==> src/rtl/alu_if.sv <==
// ALU operand/result bundle: op select and operands in, registered result and flags out.
interface alu_if #(
  parameter int WIDTH = 32
);
  logic [5:0]       op_code;
  logic [WIDTH-1:0] operand1;
  logic [WIDTH-1:0] operand2;
  logic [WIDTH-1:0] result;
  logic             zero;
  logic             overflow;

  modport master (
    output op_code, operand1, operand2,
    input  result, zero, overflow
  );

  modport slave (
    input  op_code, operand1, operand2,
    output result, zero, overflow
  );
endinterface

==> src/rtl/alu.sv <==
// Execute-stage integer ALU: funct-style op select, registered result with zero
// and signed-overflow flags, one-cycle latency, new op every cycle.
module alu #(
  parameter int WIDTH = 32
) (
  input logic  clk,
  input logic  rst,
  alu_if.slave bus
);
  localparam int SHW = $clog2(WIDTH);

  localparam logic [5:0] OP_ADD  = 6'b100000;
  localparam logic [5:0] OP_ADDU = 6'b100001;
  localparam logic [5:0] OP_SUB  = 6'b100010;
  localparam logic [5:0] OP_SUBU = 6'b100011;
  localparam logic [5:0] OP_AND  = 6'b100100;
  localparam logic [5:0] OP_OR   = 6'b100101;
  localparam logic [5:0] OP_XOR  = 6'b100110;
  localparam logic [5:0] OP_NOR  = 6'b100111;
  localparam logic [5:0] OP_SLT  = 6'b101010;
  localparam logic [5:0] OP_SLTU = 6'b101011;
  localparam logic [5:0] OP_SLL  = 6'b000001;
  localparam logic [5:0] OP_SRL  = 6'b000010;
  localparam logic [5:0] OP_SRA  = 6'b000011;

  logic [WIDTH-1:0] result_d, result_q;
  logic             zero_d, zero_q;
  logic             overflow_d, overflow_q;

  logic [WIDTH-1:0] a, b;
  logic [WIDTH-1:0] sum, diff;
  logic [SHW-1:0]   shamt;
  logic             shift_sat;
  logic             msb_a, msb_b;

  assign a         = bus.operand1;
  assign b         = bus.operand2;
  assign sum       = a + b;
  assign diff      = a - b;
  assign shamt     = b[SHW-1:0];
  // Any set bit above the low shift field means amount >= WIDTH: saturate.
  assign shift_sat = |b[WIDTH-1:SHW];
  assign msb_a     = a[WIDTH-1];
  assign msb_b     = b[WIDTH-1];

  // Next result and flags from the current op and operands.
  always_comb begin
    result_d   = '0;
    overflow_d = 1'b0;
    unique case (bus.op_code)
      OP_ADD: begin
        result_d   = sum;
        overflow_d = (msb_a == msb_b) && (sum[WIDTH-1] != msb_a);
      end
      OP_ADDU: result_d = sum;
      OP_SUB: begin
        result_d   = diff;
        overflow_d = (msb_a != msb_b) && (diff[WIDTH-1] != msb_a);
      end
      OP_SUBU: result_d = diff;
      OP_AND:  result_d = a & b;
      OP_OR:   result_d = a | b;
      OP_XOR:  result_d = a ^ b;
      OP_NOR:  result_d = ~(a | b);
      OP_SLT:  result_d = {{(WIDTH-1){1'b0}}, ($signed(a) < $signed(b))};
      OP_SLTU: result_d = {{(WIDTH-1){1'b0}}, (a < b)};
      OP_SLL:  result_d = shift_sat ? '0 : (a << shamt);
      OP_SRL:  result_d = shift_sat ? '0 : (a >> shamt);
      OP_SRA:  result_d = shift_sat ? {WIDTH{msb_a}} : WIDTH'($signed(a) >>> shamt);
      default: begin
        result_d   = '0;
        overflow_d = 1'b0;
      end
    endcase
    zero_d = (result_d == '0);
  end

  // Output registers; synchronous reset discards the op sampled this cycle.
  always_ff @(posedge clk) begin
    if (rst) begin
      result_q   <= '0;
      zero_q     <= 1'b1;
      overflow_q <= 1'b0;
    end else begin
      result_q   <= result_d;
      zero_q     <= zero_d;
      overflow_q <= overflow_d;
    end
  end

  assign bus.result   = result_q;
  assign bus.zero     = zero_q;
  assign bus.overflow = overflow_q;
endmodule

==> src/flat_wrapper.sv <==
// flat-port wrapper written by rule: the top's interface ports become plain ports
module alu_flat 
#(
  parameter int WIDTH = 32
)
  (clk, rst, bus_op_code, bus_operand1, bus_operand2, bus_result, bus_zero, bus_overflow);
  alu_if #(.WIDTH(WIDTH)) bus_i ();
  input logic clk;
  input logic rst;
  input wire logic [$bits(bus_i.op_code)-1:0] bus_op_code;
  input wire logic [$bits(bus_i.operand1)-1:0] bus_operand1;
  input wire logic [$bits(bus_i.operand2)-1:0] bus_operand2;
  output wire logic [$bits(bus_i.result)-1:0] bus_result;
  output wire logic [$bits(bus_i.zero)-1:0] bus_zero;
  output wire logic [$bits(bus_i.overflow)-1:0] bus_overflow;
  assign bus_i.op_code = bus_op_code;
  assign bus_i.operand1 = bus_operand1;
  assign bus_i.operand2 = bus_operand2;
  assign bus_result = bus_i.result;
  assign bus_zero = bus_i.zero;
  assign bus_overflow = bus_i.overflow;
  alu #(.WIDTH(WIDTH)) u_core (.clk(clk), .rst(rst), .bus(bus_i));
endmodule
==> config.mk <==
export PLATFORM = sky130hd
export DESIGN_NAME = alu_flat
export DESIGN_NICKNAME = d
export VERILOG_FILES = /design/src/rtl/alu_if.sv /design/src/rtl/alu.sv /design/src/flat_wrapper.sv
export SDC_FILE = /design/constraint.sdc
export NUM_CORES = 1
export LEC_CHECK = 0
export BUFFER_PORTS_ARGS = -buffer_cell sky130_fd_sc_hd__buf_2
export CORE_ASPECT_RATIO = 0.9
export CORE_UTILIZATION = 38
export CTS_CLUSTER_SIZE = 12
export DETAILED_ROUTE_END_ITERATION = 8
export PLACE_DENSITY = 0.6
export SETUP_SLACK_MARGIN = 0.4
export SLEW_MARGIN = 20
export SYNTH_ARGS = -nofsm -noshare
export SYNTH_HDL_FRONTEND = slang
export SYNTH_SLANG_ARGS = --single-unit
==> constraint.sdc <==
create_clock -name clk -period 4.52 [get_ports clk]
set_input_delay 0.452 -clock clk [delete_from_list [all_inputs] [get_ports clk]]
set_output_delay 0.452 -clock clk [all_outputs]
set_load 0.01 [all_outputs]
======== Word level (Yosys, flattened, before mapping) ========
Index checks and enable logic that the tools add are counted.
operators by class
  $lt $le $gt $ge ......................... 2
  add/sub/neg operators ................... 2
  bitwise gates (word level) .............. 4
  equality and inequality tests ........... 17
  reduce and logical (&&, ||, !) cells .... 6
  shifts and indexed selects .............. 3
  muxes and demuxes ....................... 5
operators with widths
  operator                                              number
  case mux 32 bit (11 select lines)                     1
  2-to-1 mux 32 bit                                     3
  less-than comparator 32 bit                           2
  equality test 6 bit (second input constant)           10
  adder 32 bit                                          1
  AND 32 bit                                            1
  logical NOT 32 bit                                    1
  inverter 32 bit                                       1
  OR 32 bit                                             1
  left shift 32 x 5 -> 32 bit                           1
  >> shifter 32 x 5 -> 32 bit                           1
  >>> shifter 32 x 5 -> 32 bit                          1
  subtractor 32 bit                                     1
  bitwise XOR 32 bit                                    1
  OR reduction 27 bit                                   1
  equality test 6 x 2 -> 1 bit (second input constant)  2
  equality test 6 x 1 -> 1 bit (second input constant)  1
  OR reduction 2 bit                                    2
  != test 1 bit                                         3
  logical AND 1 bit                                     2
  case mux 1 bit (2 select lines)                       1
  equality test 1 bit                                   1
word-level totals
  flip-flop bits (word level) ............. 34

======== Longest topological paths before layout ========
Gate-level depths: netlist (run 1).
  depth after elaboration ................. 4
  depth in mapped cells ................... 18
  mapped depth without buffers ............ 14

======== Worst setup path before layout (run 1) ========
No wires, ideal clock.
  path kind ............................... input to register
  from .................................... input port bus_operand2[2]
  to ...................................... register u_core.zero_q, in the netlist u_core.bus.zero
  path slack .............................. -0.357 ns
  path buffers ............................ 5
  stages .................................. 18
  arrival time ............................ 4.806 ns
  cell sequence ........................... clkbuf_1 > inv_2 > buf_1 > buf_1 > clkbuf_1 > buf_2 > ha_1 > o21bai_1 > a2111oi_0 > nor4b_1 > a32oi_1 > a2111oi_0 > o2111ai_1 > a211oi_1 > nand4_1 > nor4_1 > nand4_1 > o21bai_1
on the way
  word-level cells in the longest chain between the ends .. 4
  elaborated cells between the ends (all ways) .. 16
  those cells by class .................... 2 x add/sub; 2 x order compare; 3 x shift; 4 x mux; 4 x bitwise; 1 x reduce/logical
RTL lines
  item                                                       RTL line            RTL
  start: declaration                                         flat_wrapper.sv:12  input wire logic [$bits(bus_i.operand2)-1:0] bus_operand2;
  branches (longest 2 deep; another with subtractor 32 bit)  --
  case mux 32 bit (11 select lines) *                        alu.sv:50           unique case (bus.op_code)
  logical NOT 32 bit *                                       alu.sv:75           zero_d = (result_d == '0);
  end signal: assignment                                     alu.sv:86           zero_q <= zero_d;
  end: declaration                                           alu.sv:27           logic zero_d, zero_q;
Every way passes the cells marked *.
A chain may end at the register's enable or synchronous reset.

======== Worst setup path in the final report (run 1) ========
  from .................................... input port bus_operand2[1]
  to ...................................... register u_core.zero_q, in the netlist u_core.bus.zero
Same word-level chain as after synthesis.

==> metrics.log, run 1 <==
INFO  metric outcome = finished with violations
INFO  metric violated_checks = design-rule violations
INFO  metric global_route.usage.met1 = 0.5087
INFO  metric clock_path_buffers = 2
INFO  metric floorplan.die.height = between 150 and 200 µm
INFO  metric clkSlewWorstSetupHoldPaths = 0.05 ns
INFO  metric nets = 1824
INFO  metric hpwlAfterDp = approximately 44000 µm
INFO  metric syn-num-nets = roughly 1700
INFO  metric clock-sinks = 34
INFO  metric netlist.area_leader.share = 0.1141
INFO  metric placer_congestion = around 1.1
INFO  metric drv_cap = 0
INFO  metric area_growth = 16.81%
INFO  metric synthTopCellsByArea = sky130_fd_sc_hd__ha_1 11%, sky130_fd_sc_hd__mux4_2 9.1%, sky130_fd_sc_hd__mux2i_1 7.3%
INFO  metric synth.most_common_cell = sky130_fd_sc_hd__nand2_1
INFO  metric core.rowCount = 58
INFO  metric via_per_inst = 6.667
INFO  metric dr_total_vias = 13414
INFO  metric holdCritStartpoint = rst
INFO  metric end_kind = flop
INFO  metric ys_seq_elements = 34
INFO  metric timing.final.setup_violations = 0
INFO  metric synth_seq_area_share = 0.06267
INFO  metric global_route.peak_usage_layer = met2
INFO  metric antenna_violating_nets_post_route = 0
INFO  metric cts.htree.levels = 2
INFO  metric class_of_the_most_critical_hold_timing_path = input port to flop
INFO  metric synth-warning-count = 0
INFO  metric post_synthesis_async_set_or_reset_flop_share = 0
INFO  metric grt_pass1_wl = 79000 µm
INFO  metric worst-endpoint-arrival = 4.14 ns
INFO  metric finalPower = 2.077 mW
INFO  metric ioPinCount = 106
INFO  metric initial_drc_count = 2151
INFO  metric filler_cell_count = 2922
INFO  metric post_placement_worst_setup_slack = 0.1428 ns
INFO  metric core_area = 0.02801 mm²
INFO  metric grt_pass1_vias = 12022
INFO  metric cts_buffers = 5
INFO  metric hold_buffers = 0
INFO  metric wl_per_cell = about 27 µm
INFO  metric p_int = between 1 and 1.5 mW
INFO  metric die-width = approximately 180 µm
INFO  metric yosys.cell_types.count = around 80
INFO  metric worstHoldEndpoint = u_core.bus.result[3]$_SDFF_PP0_
INFO  metric p_comb_frac = 0.690
INFO  metric pwr-share-seq = 0.151
INFO  metric net-switching-power = ~1.0 mW
INFO  metric power.density = 163.7 mW/mm²
INFO  metric final-seq-area = 680.7 µm²
INFO  metric fin_setup_tns = 0 ns
INFO  metric total_die_area = 0.02926 mm²
INFO  metric final_min_period_over_clock_period = 0.8724
INFO  metric headroom_to_the_max_slew_limit = 0.3562
INFO  metric antenna_diode_count = 0
INFO  metric crit_path_start = bus_operand2[1]
INFO  metric timing_hold_violations_final = 0
INFO  metric cp_data_required_time = 4.72 ns
INFO  metric synthFlopType = sky130_fd_sc_hd__dfxtp_1
INFO  metric gr-usage-met3 = 0.04383
INFO  metric portbufs = 105
INFO  metric drive_above_1_share = 0.2052
INFO  metric detail_route.first_pass.iterations = 9
INFO  metric share_clk_of_total_power = 0.159
INFO  metric synth_edf_count = 0
INFO  metric grt_util_met2 = 0.5388
INFO  metric routed_wirelength = 54650 µm
INFO  metric global_route.overflow_total = 0
INFO  metric grt_max_degree = 71
INFO  metric max-vdd-ir-drop = 0.1329 mV
INFO  metric synthTopCellsByCount = 155 x sky130_fd_sc_hd__nand2_1, 133 x sky130_fd_sc_hd__nor2_1, 127 x sky130_fd_sc_hd__a21oi_1, 99 x sky130_fd_sc_hd__ha_1, 96 x sky130_fd_sc_hd__inv_1
INFO  metric layoutNonFillerInstCount = 2012
INFO  metric synthesis.area = 0.01086 mm²
INFO  metric global_route_total_usage_across_every_layer = 0.3579
INFO  metric fin_crit_period = between 3 and 4 ns
INFO  metric cellLeakagePower = 5.556 nW
INFO  metric setup_slack = 0.5768 ns
INFO  metric min_path_cells = 2
INFO  metric finish.utilization = 0.4529
INFO  metric setup_repair_after_global_routing_missed_its_margin = false
INFO  metric postSynthAreaPerCell = 7.136 µm²
INFO  metric achievable-frequency = ~250 MHz
INFO  metric worst-setup-path-type = input port to flop
INFO  metric max_slew.worst_pin.slew = about 0.95 ns
INFO  metric syn-instance-count = roughly 1500
INFO  metric synthDominantAreaCellType = sky130_fd_sc_hd__ha_1
INFO  metric start_util = 0.3877
INFO  metric power_switching_share = 0.4912
INFO  metric cts_tree = yes
INFO  metric clockRootBuffer = sky130_fd_sc_hd__clkbuf_16
INFO  metric worst_setup_path_start_kind = input port
INFO  metric place_inst = 2000
INFO  metric crit_path_max_fanout = 6
INFO  metric number_of_max_slew_violations_in_the_final_report = 0
INFO  metric antenna_violations_before_repair = 0
INFO  metric area_occupied_by_multi_input_gates = 0.009389 mm²
INFO  metric drcViolationCount = 1
## logic make-up after synthesis
kind of cell / share of synthesized area
and+or+nand+nor: 0.2214
adders and majority gates: 0.1177
AOI/OAI and AO/OA: 0.2821
muxes: 0.1900
xor gates and xnor gates: 0.04516
DFF: 0.06267
buffers and inverters: 0.08087
## placed cells by master, fill, tap and decap left out, drive strengths merged, types with 14 or more instances in the layout
cell,Yosys,layout
a211oi,19,19
a21o,16,16
a21oi,127,127
a31oi,27,27
buf,44,237
dfxtp,34,34
ha,99,99
inv,98,98
mux2,25,25
mux2i,79,79
mux4,44,44
nand2,155,155
nand3,43,43
nand4,22,22
nor2,133,133
nor2b,15,15
nor3,49,49
nor4,17,17
o211ai,16,16
o21ai,80,80
o21bai,16,16
o221ai,17,17
o31ai,22,22
or4,14,14
xnor2,49,49
## per-layer routing
metal / routed length [µm] / vias up
li1: - / 5930
met1: 23280 / 6336
met2: 22670 / 990
met3: 5923 / 158
met4: 2765 / 0
met5: 0 / -
## area by class of cell
cell class                 count  share of cell area
clock buffer                   6             0.01095
clock inverter                 2           0.0009863
inverter                     102             0.03038
multi-input combinational   1269              0.7401
sequential                    34             0.05365
tap                          360             0.03551
timing repair buffer         239              0.1284
## sequential cells by signal (all words and copies together) (netlist names)
signal and cells:
u_core.bus.zero 1, u_core.bus.overflow 1, u_core.bus.result 32
## stage by stage
step                      hold WS, ns  instance area, µm²
after floorplan                0.7224               10910
after global placement         0.8445               12420
after detailed placement       0.8436               12430
after CTS                      0.6996               12580
after global routing           0.7202               12690
final                          0.7110               12690
## worst max path at each step
| stage | endpoint | slack (ns) | cells past startpoint |
|---|---|---|---|
| 2_1_floorplan | u_core.bus.zero$_SDFF_PP1_ | 0.40 | 18 |
| 3_3_place_gp | u_core.bus.zero$_SDFF_PP1_ | 0.24 | 15 |
| 3_5_place_dp | u_core.bus.zero$_SDFF_PP1_ | 0.14 | 18 |
| 4_1_cts | u_core.bus.zero$_SDFF_PP1_ | 0.46 | 18 |
| 5_1_grt | u_core.bus.zero$_SDFF_PP1_ | 0.42 | 18 |
| 6_report | u_core.bus.zero$_SDFF_PP1_ | 0.58 | 16 |
## power groups by stage
| stage | Clock [mW] | Combinational [mW] | Sequential, mW |
|---|---|---|---|
| after floorplan | 0 | 0.845 | 0.326 |
| after global placement | 0 | 1.36 | 0.320 |
| after detailed placement | 0 | 1.36 | 0.320 |
| after CTS | 0.337 | 1.37 | 0.314 |
| after global routing | 0.353 | 1.51 | 0.315 |
| final | 0.330 | 1.43 | 0.314 |
## repair_timing
action / in CTS / in global routing
pin swaps: 0 / 2
setup buffers: 0 / 2
endpoints found under the setup margin: 1 / 2
cloned: 0 / 2
resized for setup: 1 / 7
## worst max-delay path, stage by stage
cell and delay [ns]:
sky130_fd_sc_hd__buf_2 0.27, sky130_fd_sc_hd__inv_2 0.08, sky130_fd_sc_hd__ha_1 0.34, sky130_fd_sc_hd__a21oi_1 0.27, sky130_fd_sc_hd__nor2_1 0.19, sky130_fd_sc_hd__o21ai_0 0.23
sky130_fd_sc_hd__buf_4 0.15, sky130_fd_sc_hd__a21oi_1 0.09, sky130_fd_sc_hd__o21ai_0 0.76, sky130_fd_sc_hd__a21oi_1 0.20, sky130_fd_sc_hd__o2111ai_1 0.22, sky130_fd_sc_hd__nor4b_1 0.27
sky130_fd_sc_hd__buf_4 0.19, sky130_fd_sc_hd__and4_1 0.17, sky130_fd_sc_hd__nand4_1 0.08, sky130_fd_sc_hd__o21bai_1 0.17
No activity file was read; power rests on OpenSTA's default activity.
==> run 2: changes to the inputs <==
- CAP_MARGIN: not set -> 10
- GPL_ROUTABILITY_DRIVEN: not set -> 1
- PLACE_DENSITY: 0.6 -> 0.69
==> metrics.log, run 2 (synthesis results as in run 1) <==
INFO  metric drv_cap = 0 (unchanged)
INFO  metric nets = 1835 (+0.60%)
INFO  metric placer_congestion = 1.065 (-4.2%)
INFO  metric worst_setup_path_start_kind = input port
INFO  metric ioPinCount = 106 (unchanged)
INFO  metric headroom_to_the_max_slew_limit = 0.2107 (-0.1455)
INFO  metric portbufs = 105 (unchanged)
INFO  metric filler_cell_count = 2890 (-1.1%)
INFO  metric drive_above_1_share = 0.2135 (+0.008264)
INFO  metric crit_path_max_fanout = 31 (+25)
INFO  metric antenna_diode_count = 0 (unchanged)
INFO  metric die-width = 180.2 µm (unchanged)
INFO  metric setup_repair_after_global_routing_missed_its_margin = false
INFO  metric post_placement_worst_setup_slack = 0.1581 ns (+0.01536 ns)
INFO  metric hold_buffers = 0 (unchanged)
INFO  metric achievable-frequency = 251.3 MHz (-0.91%)
INFO  metric setup_slack = 0.5408 ns (-0.03606 ns)
INFO  metric clock_path_buffers = 2 (unchanged)
INFO  metric max_slew.worst_pin.slew = 1.173 ns (+0.2204 ns)
INFO  metric detail_route.first_pass.iterations = 7 (-2)
INFO  metric hpwlAfterDp = 44410 µm (+1.8%)
INFO  metric timing.final.setup_violations = 0 (unchanged)
INFO  metric mostFrequentLayoutCell = sky130_fd_sc_hd__nand2_1
INFO  metric clock-sinks = 34 (unchanged)
INFO  metric cts_buffers = 5 (unchanged)
INFO  metric power.density = 163.7 mW/mm² (about the same)
INFO  metric pwr-share-seq = 0.150 (about the same)
INFO  metric antenna_violating_nets_post_route = 0 (unchanged)
INFO  metric cts_repair_resized_insts = 0 (-1)
INFO  metric mostFrequentLayoutCells = 155 x sky130_fd_sc_hd__nand2_1, 141 x sky130_fd_sc_hd__buf_4, 131 x sky130_fd_sc_hd__nor2_1
INFO  metric place_inst = 2014 (+0.70%)
INFO  metric cp_data_required_time = 4.73 ns (about the same)
INFO  metric class_of_the_most_critical_hold_timing_path = input port to flop
INFO  metric end_kind = flop
INFO  metric worst-setup-path-type = input port to flop
INFO  metric cellLeakagePower = 5.608 nW (+0.93%)
INFO  metric global_route_total_usage_across_every_layer = 0.3686 (+0.01073)
INFO  metric number_of_max_slew_violations_in_the_final_report = 0 (unchanged)
INFO  metric fin_setup_tns = 0 ns (unchanged)
INFO  metric via_per_inst = 6.640 (-0.40%)
INFO  metric dr_total_vias = 13433 (+0.14%)
INFO  metric clkSlewWorstSetupHoldPaths = 0.06 ns (about the same)
INFO  metric timing_hold_violations_final = 0 (unchanged)
INFO  metric final_min_period_over_clock_period = 0.8804 (+0.007979)
INFO  metric finalPower = 2.099 mW (+1.1%)
INFO  metric fin_crit_period = 3.979 ns (+0.03606 ns)
INFO  metric antenna_violations_before_repair = 2 (+2)
INFO  metric grt_pass1_wl = 81160 µm (+2.7%)
INFO  metric power_switching_share = 0.4930 (+0.001815)
INFO  metric initial_drc_count = 1984 (-7.8%)
INFO  metric cts.htree.levels = 2 (unchanged)
INFO  metric clockRootBuffer = sky130_fd_sc_hd__clkbuf_16
INFO  metric postCtsSetupRepairBufs = 0 (unchanged)
INFO  metric cts_tree = yes
INFO  metric layoutNonFillerInstCount = 2023 (+0.55%)
INFO  metric floorplan.die.height = 162.4 µm (unchanged)
INFO  metric grt_pass1_vias = 12237 (+1.8%)
INFO  metric grt_max_degree = 62 (-13%)
INFO  metric start_util = 0.3877 (unchanged)
INFO  metric routed_wirelength = 55470 µm (+1.5%)
INFO  metric core.rowCount = 58 (unchanged)
INFO  metric largest_reg_flops = 32 (unchanged)
INFO  metric area_growth = 18.05%
INFO  metric p_int = 1.064 mW (+0.70%)
INFO  metric max-vdd-ir-drop = 0.1575 mV (+19%)
INFO  metric drcViolationCount = 0 (-1)
INFO  metric p_comb_frac = 0.691 (about the same)
INFO  metric net-switching-power = 1.035 mW (+1.4%)
INFO  metric worst-endpoint-arrival = 4.19 ns (+0.05 ns)
INFO  metric share_clk_of_total_power = 0.159 (about the same)
INFO  metric total_die_area = 0.02926 mm² (unchanged)
INFO  metric core_area = 0.02801 mm² (unchanged)
INFO  metric wl_per_cell = 27.42 µm (+0.96%)
INFO  metric outcome = complete, no violations
INFO  metric global_route.overflow_total = 0 (unchanged)
[run 2: power groups by stage]
stage / logic [mW] / clock network, mW / registers (mW)
2_1_floorplan: 0.845 / 0 / 0.326
3_3_place_gp: 1.37 / 0 / 0.320
3_5_place_dp: 1.37 / 0 / 0.320
5_1_grt: 1.53 / 0.350 / 0.315
4_1_cts: 1.38 / 0.336 / 0.314
6_report: 1.45 / 0.334 / 0.314
[run 2: final timing paths]
path       startpoint                                to  slack (ns)  cells past startpoint
max   bus_operand2[0]        u_core.bus.zero$_SDFF_PP1_        0.54                     15
min               rst  u_core.bus.result[30]$_SDFF_PP0_        0.70                      2
[run 2: metal layers]
metal  part of all wire  GRT usage  wire [µm]
met5            0.00056          0         31
met4              0.042     0.1344       2355
met3               0.12    0.07558       6427
met2               0.42     0.5682      23550
met1               0.42     0.5065      23110
[run 2: final cells by class]
| class | instances | area (µm²) | area share |
|---|---|---|---|
| well taps | 360 | 450.4 | 0.03513 |
| repair buffers | 250 | 1700 | 0.1326 |
| inverters | 102 | 385.4 | 0.03006 |
| flip-flops and latches | 34 | 680.7 | 0.05309 |
| clock inverters | 1 | 5.005 | 0.0003904 |
| clock buffers | 7 | 142.6 | 0.01113 |
| multi-input cells | 1269 | 9457 | 0.7376 |
[run 2: worst max-delay path: stages]
cell and delay [ns]:
sky130_fd_sc_hd__buf_4 0.16, sky130_fd_sc_hd__buf_16 0.24, sky130_fd_sc_hd__buf_4 0.25, sky130_fd_sc_hd__mux4_2 0.52, sky130_fd_sc_hd__mux2_2 0.31, sky130_fd_sc_hd__a21oi_1 0.32, sky130_fd_sc_hd__nor4_1 0.10, sky130_fd_sc_hd__a2111oi_1 0.53
sky130_fd_sc_hd__buf_4 0.22, sky130_fd_sc_hd__nand2_1 0.07, sky130_fd_sc_hd__or4b_1 0.19, sky130_fd_sc_hd__o31ai_1 0.09, sky130_fd_sc_hd__nor4bb_1 0.39, sky130_fd_sc_hd__nand4_1 0.17, sky130_fd_sc_hd__o21bai_1 0.15
[run 2: through the flow]
stage | hold WS (ns) | cell area (µm²) | utilization
after global routing | 0.7383 | 12820 | 0.4577
final | 0.7039 | 12820 | 0.4577
after floorplan | 0.7224 | 10910 | -
after detailed placement | 0.8429 | 12530 | 0.4474
after CTS | 0.6879 | 12680 | 0.4527
after global placement | 0.8453 | 12530 | 0.4474
==> run 3: changes to the inputs <==
==> constraint.sdc (replaced) <==
create_clock -name clk -period 4.52 [get_ports clk]
set_input_delay 0.904 -clock clk [delete_from_list [all_inputs] [get_ports clk]]
set_output_delay 0.904 -clock clk [all_outputs]
set_load 0.01 [all_outputs]
==> metrics.log, run 3 (synthesis results as in run 1) <==
INFO  metric total_die_area = 0.02926 mm² (unchanged)
INFO  metric mostFrequentLayoutCell = sky130_fd_sc_hd__buf_4
INFO  metric portbufs = 105 (unchanged)
INFO  metric largest_reg_flops = 32 (unchanged)
INFO  metric ioPinCount = 106 (unchanged)
INFO  metric worst_setup_path_start_kind = input port
INFO  metric drive_above_1_share = 0.3020 (+0.08851)
INFO  metric power.density = 167.1 mW/mm² (+2.1%)
INFO  metric core_area = 0.02801 mm² (unchanged)
INFO  metric timing_hold_violations_final = 0 (unchanged)
INFO  metric worst-setup-path-type = input port to flop
INFO  metric antenna_violations_before_repair = 0 (-2)
INFO  metric routed_wirelength = 58680 µm (+5.8%)
INFO  metric class_of_the_most_critical_hold_timing_path = input port to flop
INFO  metric grt_pass1_vias = 13104 (+7.1%)
INFO  metric dr_total_vias = 14037 (+4.5%)
INFO  metric drv_cap = 0 (unchanged)
INFO  metric outcome = complete, no violations
INFO  metric hpwlAfterDp = 47080 µm (+6.0%)
INFO  metric clkSlewWorstSetupHoldPaths = 0.05 ns (about the same)
INFO  metric placer_congestion = 1.064 (-0.13%)
INFO  metric min_path_cells = 2 (unchanged)
INFO  metric max_slew.worst_pin.slew = 1.006 ns (-0.1671 ns)
INFO  metric final_min_period_over_clock_period = 0.9329 (+0.05251)
INFO  metric worstHoldEndpoint = u_core.bus.result[17]$_SDFF_PP0_
INFO  metric nets = 1990 (+8.4%)
INFO  metric area_growth = 32.02%
INFO  metric holdCritStartpoint = rst
INFO  metric dr.max_layer_used = met4
INFO  metric clockRootBuffer = sky130_fd_sc_hd__clkbuf_16
INFO  metric fin_crit_period = 4.217 ns (+0.2374 ns)
INFO  metric drcViolationCount = 0 (unchanged)
INFO  metric sum_of_met3_wire_segment_lengths_after_detailed_routing = 6782 µm (+5.5%)
INFO  metric floorplan.die.height = 162.4 µm (unchanged)
INFO  metric worst-endpoint-arrival = 4.42 ns (+0.23 ns)
INFO  metric fin_setup_tns = 0 ns (unchanged)
INFO  metric clock-sinks = 34 (unchanged)
INFO  metric die-width = 180.2 µm (unchanged)
INFO  metric cts.htree.levels = 2 (unchanged)
INFO  metric wl_per_cell = 26.94 µm (-1.7%)
INFO  metric cts_tree = yes
INFO  metric initial_drc_count = 2061 (+3.9%)
INFO  metric antenna_diode_count = 0 (unchanged)
INFO  metric grt_max_degree = 61 (-1.6%)
INFO  metric crit_path_max_fanout = 3 (-90%)
INFO  metric via_per_inst = 6.445 (-2.9%)
INFO  metric max-vdd-ir-drop = 0.2196 mV (+39%)
INFO  metric cellLeakagePower = 6.450 nW (+15%)
INFO  metric core.rowCount = 58 (unchanged)
INFO  metric global_route.overflow_total = 0 (unchanged)
INFO  metric achievable-frequency = 237.2 MHz (-5.6%)
INFO  metric antenna_violating_nets_post_route = 0 (unchanged)
INFO  metric setup_repair_after_global_routing_missed_its_margin = true
INFO  metric start_util = 0.3877 (unchanged)
INFO  metric headroom_to_the_max_slew_limit = 0.3268 (+0.1161)
INFO  metric number_of_max_slew_violations_in_the_final_report = 0 (unchanged)
INFO  metric met2RoutedLength = 24310 µm (+3.2%)
INFO  metric hold_ws = 1.129 ns (+0.4249 ns)
INFO  metric end_kind = flop
INFO  metric cts_buffers = 5 (unchanged)
INFO  metric timing.final.setup_violations = 0 (unchanged)
INFO  metric global_route_total_usage_across_every_layer = 0.3935 (+0.02491)
INFO  metric cp_data_required_time = 4.72 ns (about the same)
INFO  metric drt-met1-wl = 24410 µm (+5.6%)
INFO  metric detail_route.first_pass.iterations = 6 (-1)
INFO  metric clock_path_buffers = 2 (unchanged)
INFO  metric grt_pass1_wl = 86610 µm (+6.7%)
INFO  metric mostFrequentLayoutCells = 290 x sky130_fd_sc_hd__buf_4, 154 x sky130_fd_sc_hd__nand2_1, 131 x sky130_fd_sc_hd__nor2_1
run 3: worst max-delay path by stage:
stage                    start                          to  slack (ns)  depth (start not counted)
6_report       bus_operand1[0]  u_core.bus.zero$_SDFF_PP1_        0.30                         18
5_1_grt        bus_operand1[0]  u_core.bus.zero$_SDFF_PP1_        0.22                         18
4_1_cts        bus_operand2[9]  u_core.bus.zero$_SDFF_PP1_        0.40                         14
3_5_place_dp   bus_operand1[0]  u_core.bus.zero$_SDFF_PP1_       -0.53                         18
3_3_place_gp   bus_operand1[0]  u_core.bus.zero$_SDFF_PP1_       -0.47                         17
2_1_floorplan  bus_operand2[2]  u_core.bus.zero$_SDFF_PP1_        0.20                         18
run 3: layer usage:
| metal | global-route usage | vias up |
|---|---|---|
| met5 | 0 | - |
| met4 | 0.1818 | 0 |
| met3 | 0.06395 | 165 |
| met2 | 0.5946 | 965 |
| met1 | 0.5469 | 6655 |
| li1 | - | 6252 |
run 3: cell type report:
cell class / count / area, µm²
Fill cell: 2818 / 13670
Multi-Input combinational cell: 1269 / 9677
Timing Repair Buffer: 405 / 2944
Sequential cell: 34 / 680.7
Tap cell: 360 / 450.4
Inverter: 102 / 391.6
Clock buffer: 5 / 125.1
Clock inverter: 3 / 68.82
run 3: critical path, cell delays in order:
cell and delay (ns):
sky130_fd_sc_hd__buf_2 0.11, sky130_fd_sc_hd__inv_1 0.07, sky130_fd_sc_hd__ha_2 0.21, sky130_fd_sc_hd__fa_2 0.25, sky130_fd_sc_hd__o21bai_4 0.08, sky130_fd_sc_hd__a2111oi_4 0.44, sky130_fd_sc_hd__nor4b_2 0.10, sky130_fd_sc_hd__buf_4 0.17
sky130_fd_sc_hd__a32oi_4 0.28, sky130_fd_sc_hd__buf_4 0.17, sky130_fd_sc_hd__nand4_1 0.17, sky130_fd_sc_hd__a31oi_1 0.40, sky130_fd_sc_hd__or4b_1 0.18, sky130_fd_sc_hd__o31ai_1 0.11, sky130_fd_sc_hd__nor4bb_1 0.39, sky130_fd_sc_hd__buf_4 0.18
sky130_fd_sc_hd__nand4_1 0.06, sky130_fd_sc_hd__o21bai_1 0.13
run 3: power by group:
part           internal (mW)  switching (mW)  total, mW
sequential             0.311         0.00218      0.313
clock                  0.316           0.116      0.432
combinational          0.679           0.972       1.65
total                   1.31            1.09       2.40
run 3: what timing repair did:
action | CTS | global route
cloned | 3 | 0
hold endpoints to repair | 0 | 0
resized for setup | 52 | 17
endpoints found under the setup margin | 5 | 6
pin swaps | 19 | 8
hold buffers | 0 | 0
buffers inserted | 12 | 1
run 3: metrics by stage:
stage	std cells	worst slack, ns	cell area [µm²]	util	power, mW
after detailed placement	2154	-0.5323	13600	0.4855	1.832
after global routing	2178	0.2175	14340	0.5118	2.506
after CTS	2177	0.4003	14230	0.5081	2.331
after global placement	2154	-0.4710	13600	0.4855	1.826
after floorplan	1522	0.1969	11020	-	1.184
final	2178	0.3034	14340	0.5118	2.396
